File: config.mk
export PLATFORM = sky130hd
export DESIGN_NAME = mul_seq
export DESIGN_NICKNAME = d
export VERILOG_FILES = /design/src/rtl/picomips_pkg.sv /design/src/rtl/mul_seq.sv
export SDC_FILE = /design/constraint.sdc
export NUM_CORES = 1
export LEC_CHECK = 0
export CAP_MARGIN = 40
export CORE_ASPECT_RATIO = 0.8
export CORE_MARGIN = 4
export CORE_UTILIZATION = 50
export DETAILED_ROUTE_END_ITERATION = 10
export GPL_TIMING_DRIVEN = 0
export PLACE_DENSITY = 0.79
export SYNTH_ARGS = -nofsm -noshare
export SYNTH_HDL_FRONTEND = slang
export SYNTH_SLANG_ARGS = --single-unit
File: constraint.sdc
create_clock -name clk -period 8.5 [get_ports clk]
set_clock_uncertainty 0.1 [all_clocks]
set_input_delay 2.55 -clock clk [delete_from_list [all_inputs] [get_ports clk]]
set_output_delay 2.55 -clock clk [all_outputs]
set_load 0.02 [all_outputs]
File: src/rtl/picomips_pkg.sv
`default_nettype none
// ---------------------------------------------------------------------------
// | Module   : picomips_pkg                                                 |
// | Purpose  : Shared types and constants for the picoMIPS datapath blocks. |
// | Revision : 1.0 - initial release                                        |
// ---------------------------------------------------------------------------
package picomips_pkg;

  // Default data / register-file width in bits
  localparam int MUL_WIDTH = 8;

  // Sequential multiplier control states
  typedef enum logic [1:0] {
    IDLE = 2'd0,
    RUN  = 2'd1,
    DONE = 2'd2
  } mul_state_e;

endpackage : picomips_pkg
`default_nettype wire

File: src/rtl/mul_seq.sv
`default_nettype none
// ---------------------------------------------------------------------------
// | Module   : mul_seq                                                      |
// | Purpose  : Radix-2 shift-add signed multiplier, n cycles per operation, |
// |            full 2n-bit product plus saturated Q1.(n-1) fraction.        |
// | Revision : 1.0 - initial release                                        |
// ---------------------------------------------------------------------------
module mul_seq
  import picomips_pkg::*;
#(
  parameter int n = MUL_WIDTH
) (
  input  logic           clk,
  input  logic           nReset,
  input  logic           start,
  input  logic [n-1:0]   a,
  input  logic [n-1:0]   b,
  output logic           busy,
  output logic           done,
  output logic [2*n-1:0] prod,
  output logic [n-1:0]   result
);

  localparam int              CW        = $clog2(n + 1);
  localparam logic [CW-1:0]   LAST_STEP = CW'(n - 1);
  // Only -2^(n-1) * -2^(n-1) reaches this value; its fraction would wrap to -1
  localparam logic [2*n-1:0]  SAT_PROD  = {2'b01, {(2*n-2){1'b0}}};
  localparam logic [n-1:0]    RES_MAX   = {1'b0, {(n-1){1'b1}}};

  mul_state_e     state_q;
  logic [CW-1:0]  cnt_q;
  logic [n-1:0]   mcand_q;
  logic [n-1:0]   mplier_q;
  logic [2*n-1:0] acc_q;
  logic [2*n-1:0] prod_q;
  logic [n-1:0]   result_q;
  logic           busy_q;
  logic           done_q;

  logic           last_step;
  logic [2*n-1:0] pp;
  logic [2*n-1:0] acc_d;
  logic [n-1:0]   result_d;

  // Partial product for the current step, accumulator update and saturation stage
  always_comb begin
    last_step = (state_q == RUN) && (cnt_q == LAST_STEP);
    pp        = '0;
    if (mplier_q[0]) begin
      pp = {{n{mcand_q[n-1]}}, mcand_q} << cnt_q;
    end
    // The multiplier MSB carries weight -2^(n-1), so its partial product is subtracted
    acc_d    = last_step ? (acc_q - pp) : (acc_q + pp);
    result_d = (acc_d == SAT_PROD) ? RES_MAX : acc_d[2*n-2:n-1];
  end

  // Control FSM, operand capture, shift-add iteration and output registers
  always_ff @(posedge clk or negedge nReset) begin
    if (!nReset) begin
      state_q  <= IDLE;
      cnt_q    <= '0;
      mcand_q  <= '0;
      mplier_q <= '0;
      acc_q    <= '0;
      prod_q   <= '0;
      result_q <= '0;
      busy_q   <= 1'b0;
      done_q   <= 1'b0;
    end else begin
      done_q <= 1'b0;
      case (state_q)
        IDLE, DONE: begin
          busy_q <= 1'b0;
          if (start) begin
            state_q  <= RUN;
            busy_q   <= 1'b1;
            mcand_q  <= a;
            mplier_q <= b;
            acc_q    <= '0;
            cnt_q    <= '0;
          end else begin
            state_q <= IDLE;
          end
        end
        RUN: begin
          acc_q    <= acc_d;
          mplier_q <= mplier_q >> 1;
          cnt_q    <= cnt_q + CW'(1);
          if (last_step) begin
            state_q  <= DONE;
            busy_q   <= 1'b0;
            done_q   <= 1'b1;
            prod_q   <= acc_d;
            result_q <= result_d;
          end
        end
        default: begin
          state_q <= IDLE;
          busy_q  <= 1'b0;
        end
      endcase
    end
  end

  assign busy   = busy_q;
  assign done   = done_q;
  assign prod   = prod_q;
  assign result = result_q;

endmodule : mul_seq
`default_nettype wire

==> results of run 1 <==
state kept, by name, indices dropped and copies added (netlist names):
| register | cells |
|---|---|
| mcand_q | 8 |
| done | 1 |
| mplier_q | 8 |
| cnt_q | 4 |
| result | 8 |
| prod | 16 |
| state_q | 2 |
| acc_q | 16 |
kinds of logic (layout without fill, tap and decap cells):
group / after synthesis / after routing / synth area share (%)
compound gates: 127 / 127 / 21.16
xor+xnor: 25 / 25 / 5.215
fa+ha+maj: 18 / 18 / 5.542
buf+inv: 41 / 101 / 4.767
flops: 63 / 63 / 37.54
mux: 16 / 16 / 4.857
simple gates: 188 / 188 / 20.92
path summary, 6_finish.rpt:
check | cells past startpoint | slack (ns) | to | start
max | 20 | 3.05 | result[7] | cnt_q[3]
min | 2 | 0.38 | mplier_q[1] | mplier_q[1]
max reg2reg | 20 | 3.05 | result[7] | cnt_q[3]
min reg2reg | 2 | 0.38 | mplier_q[1] | mplier_q[1]
max in group asynchronous | 1 | 5.57 | mplier_q[4] | nReset
min in group asynchronous | 1 | 2.16 | mcand_q[1] | nReset
layout make-up:
type / count / share of cell area, %
timing repair buffer: 44 / 8.856
multi-input combinational: 374 / 48.99
clock buffer: 9 / 2.505
sequential: 63 / 31.88
buffer: 28 / 3.062
clock inverter: 7 / 0.9868
inverter: 13 / 0.9868
tap: 108 / 2.733
per-layer routing:
metal / up-vias / routed length [microns] / GRT usage [%]
met5: - / 0 / 0
met4: 0 / 305 / 8.718
met3: 33 / 737 / 5.973
met2: 146 / 4739 / 31.87
met1: 1843 / 5080 / 32.22
li1: 1812 / - / -
cells in the mapped netlist (5+ instances only):
library cell	number
o31ai_1	6
a21oi_1	24
nor2b_1	10
nor2_1	25
dfrtp_1	63
xor2_1	12
o21a_1	6
mux2_2	5
o21ai_0	33
clkbuf_1	16
nor3_1	10
nand2b_1	6
xnor2_1	13
nand3_1	14
nand2_1	96
ha_1	17
a22o_1	9
buf_6	5
a22oi_1	6
inv_1	12
mux2i_1	8
stage by stage:
step / util [%] / area [sq um] / setup WS, ns / instances / hold WS, ns
after floorplan: - / 4199 / 3.979 / 478 / 0.3463
after global placement: 59.27 / 4775 / 2.726 / 630 / 0.3593
after detailed placement: 59.24 / 4772 / 3.198 / 630 / 0.3635
after CTS: 61.39 / 4945 / 3.173 / 646 / 0.3814
after global routing: 61.39 / 4945 / 2.739 / 646 / 0.4052
final: 61.39 / 4945 / 3.052 / 646 / 0.3784
critical path, cell delays in order (launching register included):
cell	delay, ns
dfrtp_1	0.37
clkbuf_2	0.19
nor2b_1	0.13
clkbuf_1	0.29
nand3_1	0.17
inv_1	0.09
clkbuf_1	0.38
clkbuf_1	0.47
nor2_1	0.11
xor2_1	0.17
ha_1	0.33
o21a_1	0.19
o31a_1	0.17
o21ai_0	0.30
a32oi_1	0.23
a221o_1	0.37
a21oi_1	0.25
and3b_1	0.24
or4_1	0.49
buf_6	0.16
and2_4	0.13
cells in the final DEF (no fill, tap or decap), types with 8 or more instances in the layout:
| cell type | instances |
|---|---|
| nand2_1 | 96 |
| dfrtp_1 | 63 |
| clkdlybuf4s50_1 | 43 |
| o21ai_0 | 33 |
| nor2_1 | 25 |
| a21oi_1 | 24 |
| ha_1 | 17 |
| clkbuf_1 | 16 |
| nand3_1 | 14 |
| xnor2_1 | 13 |
| inv_1 | 12 |
| xor2_1 | 12 |
| nor2b_1 | 10 |
| nor3_1 | 10 |
| a22o_1 | 9 |
| clkbuf_8 | 9 |
| mux2i_1 | 8 |
==> results by group, run 1 <==
Die
  • FP Rows: 29
  • IO Pins: 45
  • Core Box Area: 0.008055 sq mm
  • Initial Utilization: 52.13%
  • Die height: 89.97 microns
  • Die Wd: 110.5 microns
  • DIE AREA: 0.009937 sq mm

Finish
  • Nets@finish: 570
  • Share of layout cells above drive strength 1: 8.178%
  • Antenna diodes: 0
  • Area delta synth->final: 17.76%
  • Multi-input combinational cell area: 0.002422 sq mm
  • Sequential Area: 0.001577 sq mm
  • # fillers: 743

Placement
  • Final HPWL DP: 7.847 mm
  • Gpl congestion: 0.9600
  • I/O Buffers: 44

Clock tree
  • Clock root buffer: clkbuf_8
  • Clock slew at reported path FFs: 0.08 ns
  • Worst-Skew Late Latency: 0.36 ns
  • Post-CTS Resized: 0
  • Postcts setup bufs: 0
  • CTS Buffer Depth: 2
  • H-tree levels: 3
  • CTS tree: built
  • Clock sinks: 63
  • Post-CTS Hold Fix Bufs: 0
  • Num CTS Buffers: 9

Synthesis
  • Ys async rst share: 100.0%
  • FF+latch count, synth: 63
  • Syn avg cell area: 8.785 sq um
  • Post-synth EDFFs: 0
  • Cells after Synth: 478
  • Main synth FF type: dfrtp_1
  • Top cells by area, synth: dfrtp_1, nand2_1, ha_1
  • Netlist cell types: 70
  • Post-synth top area share: 37.54%
  • Sequential share of the synthesized area: 37.54%
  • Largest area contributor in the netlist: dfrtp_1
  • Synthesized Nets: 515
  • Post-Syn Area: 0.004199 sq mm
  • Synth warnings: 0

Global routing
  • Global route overflow: 0
  • Largest net degree at the start of global routing: 64
  • Vias in the first global route: 3,633
  • Initial antenna violation count: 0
  • Total GRT Usage: 22.34%
  • First-pass GRT wire length: 18.19 mm

Route
  • Via density: 5.935
  • Vias: 3,834
  • TritonRoute pass-1 iters: 5
  • Post-DR wirelength/cell: 16.81 microns
  • Post-route ant nets: 0
  • WL final: 10.86 mm
  • Iter 0 DRT Violations: 396
  • Drt drc: 0

Critical path
  • Critical path launch point type: flip-flop
  • Worst path arrival time: 5.60 ns
  • Crit path max fanout: 10
  • Setup CP Type: flip-flop to flip-flop
  • CP required: 8.66 ns
  • CP endpoint kind: flip-flop

Timing
  • Tmin final: 5.448 ns
  • Final period util: 64.10%
  • Max Freq: 183.5 MHz
  • Fin Setup TNS: 0 ns
  • Final max-slew violation count: 0
  • Worst rel slew slack: 45.18%
  • Setup violations, final: 0
  • Final-report hold violation count: 0
  • Worst-Margin Slew: 0.8224 ns
  • RSZ-0062 raised after global routing: false

Job
  • Max Cap Violations: 0

Min path
  • Type of the most critical hold path: flip-flop to flip-flop

Run status
  • Outcome: finished clean
Power of run 1 is left out: the tool's default activity adds up to more than one toggle a clock period on the data nets, which glitch-free logic cannot reach.
==> run 2, diff against run 1 <==
- PLACE_DENSITY: 0.79 -> 0.82
- clock period: 8.5 -> 5 ns (I/O delays scaled with it)
==> run 2 against run 1 <==
Net effect:
- maximum frequency grew 13%
- cell area grew 2.3%
- die area is the same
- sequential cell count is the same
- sequential share of layout area shrank 0.68 points
- setup slack lost 2.9 ns
- first-iteration DRC count shrank 23%
- global-route usage is essentially flat
- routed wire length grew 1.3%
- register-to-register slack lost 2.9 ns
- critical path depth shrank 1
==> results by group, run 2 (same netlist as run 1, synthesis figures left out) <==
Finish
  • Most frequent cells in the layout: nand2_1, dfrtp_1, clkdlybuf4s50_1
  • Nets@finish: 574 (+0.70%)
  • Area delta synth->final: 20.41%
  • Antenna diodes: 0 (unchanged)
  • Most common cell after layout, fill and taps aside: nand2_1
  • Layout Utilization: 62.77% (+1.4 points)
  • Share of layout cells above drive strength 1: 11.99% (+3.8 points)

Critical path
  • CP required: 5.14 ns (-3.52 ns)
  • Worst reg2reg setup slack: 0.18 ns (-2.87 ns)
  • Crit-path max cell delay: 0.50 ns (about the same)
  • Critical path launch point type: flip-flop
  • CP endpoint kind: flip-flop
  • Slowest-stage cell, CP: or4_1
  • Setup CP Type: flip-flop to flip-flop
  • Crit path max fanout: 10 (unchanged)
  • CP cell instances: clkbuf_2 -> nor2b_1 -> clkbuf_2 -> nand3_1 -> clkbuf_1 -> and2_1 -> inv_1 -> ha_1 -> nor2b_1 -> o31a_1 -> buf_4 -> o21ai_2 -> a32oi_1 -> a221o_1 -> a21oi_2 -> and3b_1 -> or4_1 -> buf_6 -> and2_4
  • R2R cell count: 19 (-5.0%)
  • Worst path arrival time: 4.96 ns (-0.64 ns)

Clock tree
  • CTS Buffer Depth: 2 (unchanged)
  • Clock root buffer: clkbuf_8
  • H-tree levels: 3 (unchanged)
  • Clock slew at reported path FFs: 0.07 ns (about the same)
  • Worst-Skew Late Latency: 0.35 ns (about the same)
  • CTS tree: built
  • Num CTS Buffers: 9 (unchanged)
  • Post-CTS Hold Fix Bufs: 0 (unchanged)
  • Clock sinks: 63 (unchanged)

Global routing
  • Vias in the first global route: 3,672 (+1.1%)
  • Largest net degree at the start of global routing: 34 (-47%)
  • Initial antenna violation count: 0 (unchanged)
  • Global route overflow: 0 (unchanged)
  • First-pass GRT wire length: 18.18 mm (about the same)
  • Total GRT Usage: 22.30% (-0.036 points)

Job
  • Max Cap Violations: 0 (unchanged)

Placement
  • Gpl congestion: 0.9603 (about the same)
  • Final HPWL DP: 8.082 mm (+3.0%)
  • I/O Buffers: 44 (unchanged)

Timing
  • Worst rel slew slack: 47.36% (+2.2 points)
  • Final period util: 96.45% (+32 points)
  • Final max-slew violation count: 0 (unchanged)
  • Tmin final: 4.822 ns (-0.6260 ns)
  • Final-report hold violation count: 0 (unchanged)
  • Worst-Margin Slew: 0.7867 ns (-0.03571 ns)
  • Setup violations, final: 0 (unchanged)
  • Max Freq: 207.4 MHz (+13%)

Route
  • Post-DR wirelength/cell: 16.93 microns (+0.68%)
  • WL final: 11.00 mm (+1.3%)
  • Post-route ant nets: 0 (unchanged)
  • Iter 0 DRT Violations: 306 (-23%)
  • TritonRoute pass-1 iters: 5 (unchanged)
  • Via density: 5.866 (-1.2%)
  • Drt drc: 0 (unchanged)
  • Vias: 3,813 (-0.55%)

Die
  • Core Box Area: 0.008055 sq mm (unchanged)
  • DIE AREA: 0.009937 sq mm (unchanged)
  • FP Rows: 29 (unchanged)
  • Die Wd: 110.5 microns (unchanged)
  • Initial Utilization: 52.13% (unchanged)
  • Die height: 89.97 microns (unchanged)
  • IO Pins: 45 (unchanged)

Min path
  • Type of the most critical hold path: flip-flop to flip-flop
  • Hold depth: 2 (unchanged)

Run status
  • Outcome: finished clean
[run 2: cell count changes in the layout (fill, tap and decap cells not counted), sizes merged]
cell / previous run / this run
clkinvlp: 4 / 3
clkbuf: 26 / 27
buf: 12 / 16
[run 2: cell type report]
| class | instances | area, sq um |
|---|---|---|
| fill | 715 | 2999 |
| multi-input combinational | 374 | 2470 |
| sequential | 63 | 1578 |
| timing repair buffer | 49 | 485.5 |
| buffer | 27 | 156.4 |
| clock buffer | 10 | 137.6 |
| tap | 108 | 135.1 |
| inverter | 13 | 48.80 |
| clock inverter | 6 | 45.04 |
[run 2: worst max-delay path, delay by kind of cell, from the launching register on]
family	cells	cell delay (ns)
AOI/OAI and AO/OA	5	1.24
and+or+nand+nor	7	1.51
DFF	1	0.34
buffers and inverters	6	1.27
adders and majority gates	1	0.27
[run 2: stage by stage]
step / hold WS, ns / setup TNS [ns] / cell area, sq um / instances / setup slack (ns)
after floorplan: 0.3463 / 0 / 4199 / 478 / 0.4786
after global placement: 0.3587 / -1.040 / 4775 / 630 / -0.2336
after detailed placement: 0.3638 / -2.125 / 4790 / 631 / -0.3660
after CTS: 0.3800 / 0 / 4987 / 646 / 0.02993
after global routing: 0.4030 / -0.0005964 / 5056 / 650 / -0.0005964
final: 0.3747 / 0 / 5056 / 650 / 0.1777
[run 2: path summary, 6_finish.rpt]
| kind | startpoint | endpoint |
|---|---|---|
| max | cnt_q[3] | result[7] |
| min | mplier_q[1] | mplier_q[1] |
| max reg2reg | cnt_q[3] | result[7] |
| min reg2reg | mplier_q[1] | mplier_q[1] |
| max in group asynchronous | nReset | prod[12] |
| min in group asynchronous | nReset | mcand_q[5] |
[run 2: repair_timing]
item                                    in CTS  in global routing
buffers inserted                             0                  4
gates resized for setup                      8                 17
pin swaps                                    0                  2
endpoints found under the setup margin       8                  8
[run 2: routing by layer]
layer  GRT usage [%]  up-vias  wire length [microns]
met1           32.12     1818                   5175
met3           5.168       24                    708
met4           6.154        0                    190
li1                -     1825                      -
met2           33.79      146                   4929
met5               0        -                      0
Power of run 2 is left out for the same reason.
==> run 3, diff against run 2 <==
- PLACE_DENSITY: 0.82 -> 0.79
- clock period: 5 -> 5.5 ns (I/O delays scaled with it)
==> run 3 against run 2 <==
Net effect:
- sequential cell count unchanged
- highest routed layer unchanged
- non-clock buffer count decreased by 5
- first-iteration DRC count increased by 31%
==> results by group, run 3 (same netlist as run 1, synthesis figures left out) <==
Global routing
  • Largest net degree at the start of global routing: 64 (+88%)
  • Global route overflow: 0 (unchanged)
  • Total GRT Usage: 22.34% (+0.036 points)
  • First-pass GRT wire length: 18.19 mm (about the same)
  • Initial antenna violation count: 0 (unchanged)
  • Vias in the first global route: 3,633 (-1.1%)

Critical path
  • R2R cell count: 19 (unchanged)
  • Worst setup endpoint: result[7]
  • Critical path launch point type: flip-flop
  • CP required: 5.66 ns (+0.52 ns)
  • Setup CP Type: flip-flop to flip-flop
  • Worst reg2reg setup slack: 0.32 ns (+0.14 ns)
  • R2R Path End: result[7]
  • Crit path max fanout: 9 (-1)
  • CP endpoint kind: flip-flop
  • Worst r2r src: cnt_q[3]
  • Worst path arrival time: 5.34 ns (+0.38 ns)
  • CP Launch Point: cnt_q[3]

Die
  • DIE AREA: 0.009937 sq mm (unchanged)
  • Die height: 89.97 microns (unchanged)
  • Core Box Area: 0.008055 sq mm (unchanged)
  • FP Rows: 29 (unchanged)
  • Die Wd: 110.5 microns (unchanged)
  • IO Pins: 45 (unchanged)
  • Initial Utilization: 52.13% (unchanged)

Placement
  • Final HPWL DP: 7.847 mm (-2.9%)
  • I/O Buffers: 44 (unchanged)
  • Gpl congestion: 0.9600 (about the same)
  • Area after DPL: 0.004772 sq mm (-0.37%)

Timing
  • Max Freq: 193.0 MHz (-6.9%)
  • Tmin final: 5.182 ns (+0.3599 ns)
  • Fin Setup TNS: 0 ns (unchanged)
  • Final period util: 94.22% (-2.2 points)
  • Final max-slew violation count: 0 (unchanged)
  • Setup violations, final: 0 (unchanged)
  • RSZ-0062 raised after global routing: false
  • Final-report hold violation count: 0 (unchanged)
  • Hold slack final: 0.3797 ns (+0.004966 ns)
  • Worst-Margin Slew: 0.8076 ns (+0.02093 ns)
  • Worst rel slew slack: 46.16% (-1.2 points)

Job
  • Max Cap Violations: 0 (unchanged)

Clock tree
  • CTS Buffer Depth: 2 (unchanged)
  • Clock slew at reported path FFs: 0.08 ns (about the same)
  • Clock root buffer: clkbuf_8
  • Clock sinks: 63 (unchanged)
  • Postcts setup bufs: 0 (unchanged)
  • H-tree levels: 3 (unchanged)
  • CTS tree: built
  • Worst-Skew Late Latency: 0.36 ns (about the same)
  • Num CTS Buffers: 9 (unchanged)

Route
  • Via density: 5.918 (+0.88%)
  • Vias: 3,817 (+0.10%)
  • WL final: 10.81 mm (-1.7%)
  • Post-route ant nets: 0 (unchanged)
  • TritonRoute pass-1 iters: 5 (unchanged)
  • Drt drc: 0 (unchanged)
  • Post-DR wirelength/cell: 16.76 microns (-0.97%)
  • Iter 0 DRT Violations: 401 (+31%)

Run status
  • Outcome: finished clean

Finish
  • Antenna diodes: 0 (unchanged)
  • Fin area: 0.004945 sq mm (-2.2%)
  • Sequential Area: 0.001577 sq mm (about the same)
  • Share of layout cells above drive strength 1: 8.566% (-3.4 points)
  • # fillers: 741 (+3.6%)
  • Nets@finish: 569 (-0.87%)
  • Most frequent cells in the layout: nand2_1, dfrtp_1, clkdlybuf4s50_1
  • Most common cell after layout, fill and taps aside: nand2_1
  • Multi-input combinational cell area: 0.002425 sq mm (-1.8%)
  • Area delta synth->final: 17.76%

Min path
  • Hold depth: 2 (unchanged)
  • Type of the most critical hold path: flip-flop to flip-flop
run 3: cell count changes in the layout (fill, tap and decap cells not counted), moves of 2 or more:
cell / change
a21oi_1: +2
a21oi_2: -2
buf_4: -3
clkbuf_1: +2
clkbuf_4: -2
inv_1: +2
inv_2: -2
o21ai_0: +3
o21ai_1: -2
run 3: layout make-up:
cell class	count	area share (%)
inverter	13	0.9868
multi-input combinational	374	49.04
timing repair buffer	44	8.856
clock inverter	7	0.9868
buffer	27	3.011
tap	108	2.733
clock buffer	9	2.505
sequential	63	31.88
run 3: per-stage QoR:
stage | util, % | setup WS, ns | instances
after global routing | 61.39 | 0.04368 | 645
final | 61.39 | 0.3178 | 645
after CTS | 61.39 | 0.1731 | 646
after global placement | 59.27 | 0.2625 | 630
after floorplan | - | 0.9786 | 478
after detailed placement | 59.24 | 0.1985 | 630
run 3: metal layers:
layer	vias to the layer above	track usage, %	wire length (microns)
li1	1816	-	-
met1	1814	32.22	5014
met2	156	31.87	4745
met3	31	5.973	753
met4	0	8.718	298
met5	-	0	0
run 3: worst min-delay path by stage:
stage                start           to
4_1_cts        mplier_q[1]  mplier_q[1]
3_5_place_dp       prod[9]      prod[9]
3_3_place_gp       prod[5]      prod[5]
2_1_floorplan  mplier_q[2]  mplier_q[2]
5_1_grt          result[1]    result[1]
6_report       mplier_q[1]  mplier_q[1]
run 3: critical path, stage by stage, from the launching register on:
cell and delay, ns:
dfrtp_1 0.37, clkbuf_2 0.19, inv_1 0.19, nand2_1 0.20
nor2_2 0.22, nand3_1 0.11, ha_1 0.24, a21oi_1 0.21
nor2_1 0.12, xor2_1 0.19, ha_1 0.37, a2111o_1 0.44
o21ai_0 0.26, a32oi_1 0.23, a221o_1 0.37, a21oi_1 0.25
and3b_1 0.23, or4_1 0.49, buf_6 0.16, and2_4 0.13
run 3: timing repair:
action,in CTS,in global routing
hold buffers,0,0
endpoints found under the setup margin,0,8
gates resized for setup,0,3
Power of run 3 is left out for the same reason.
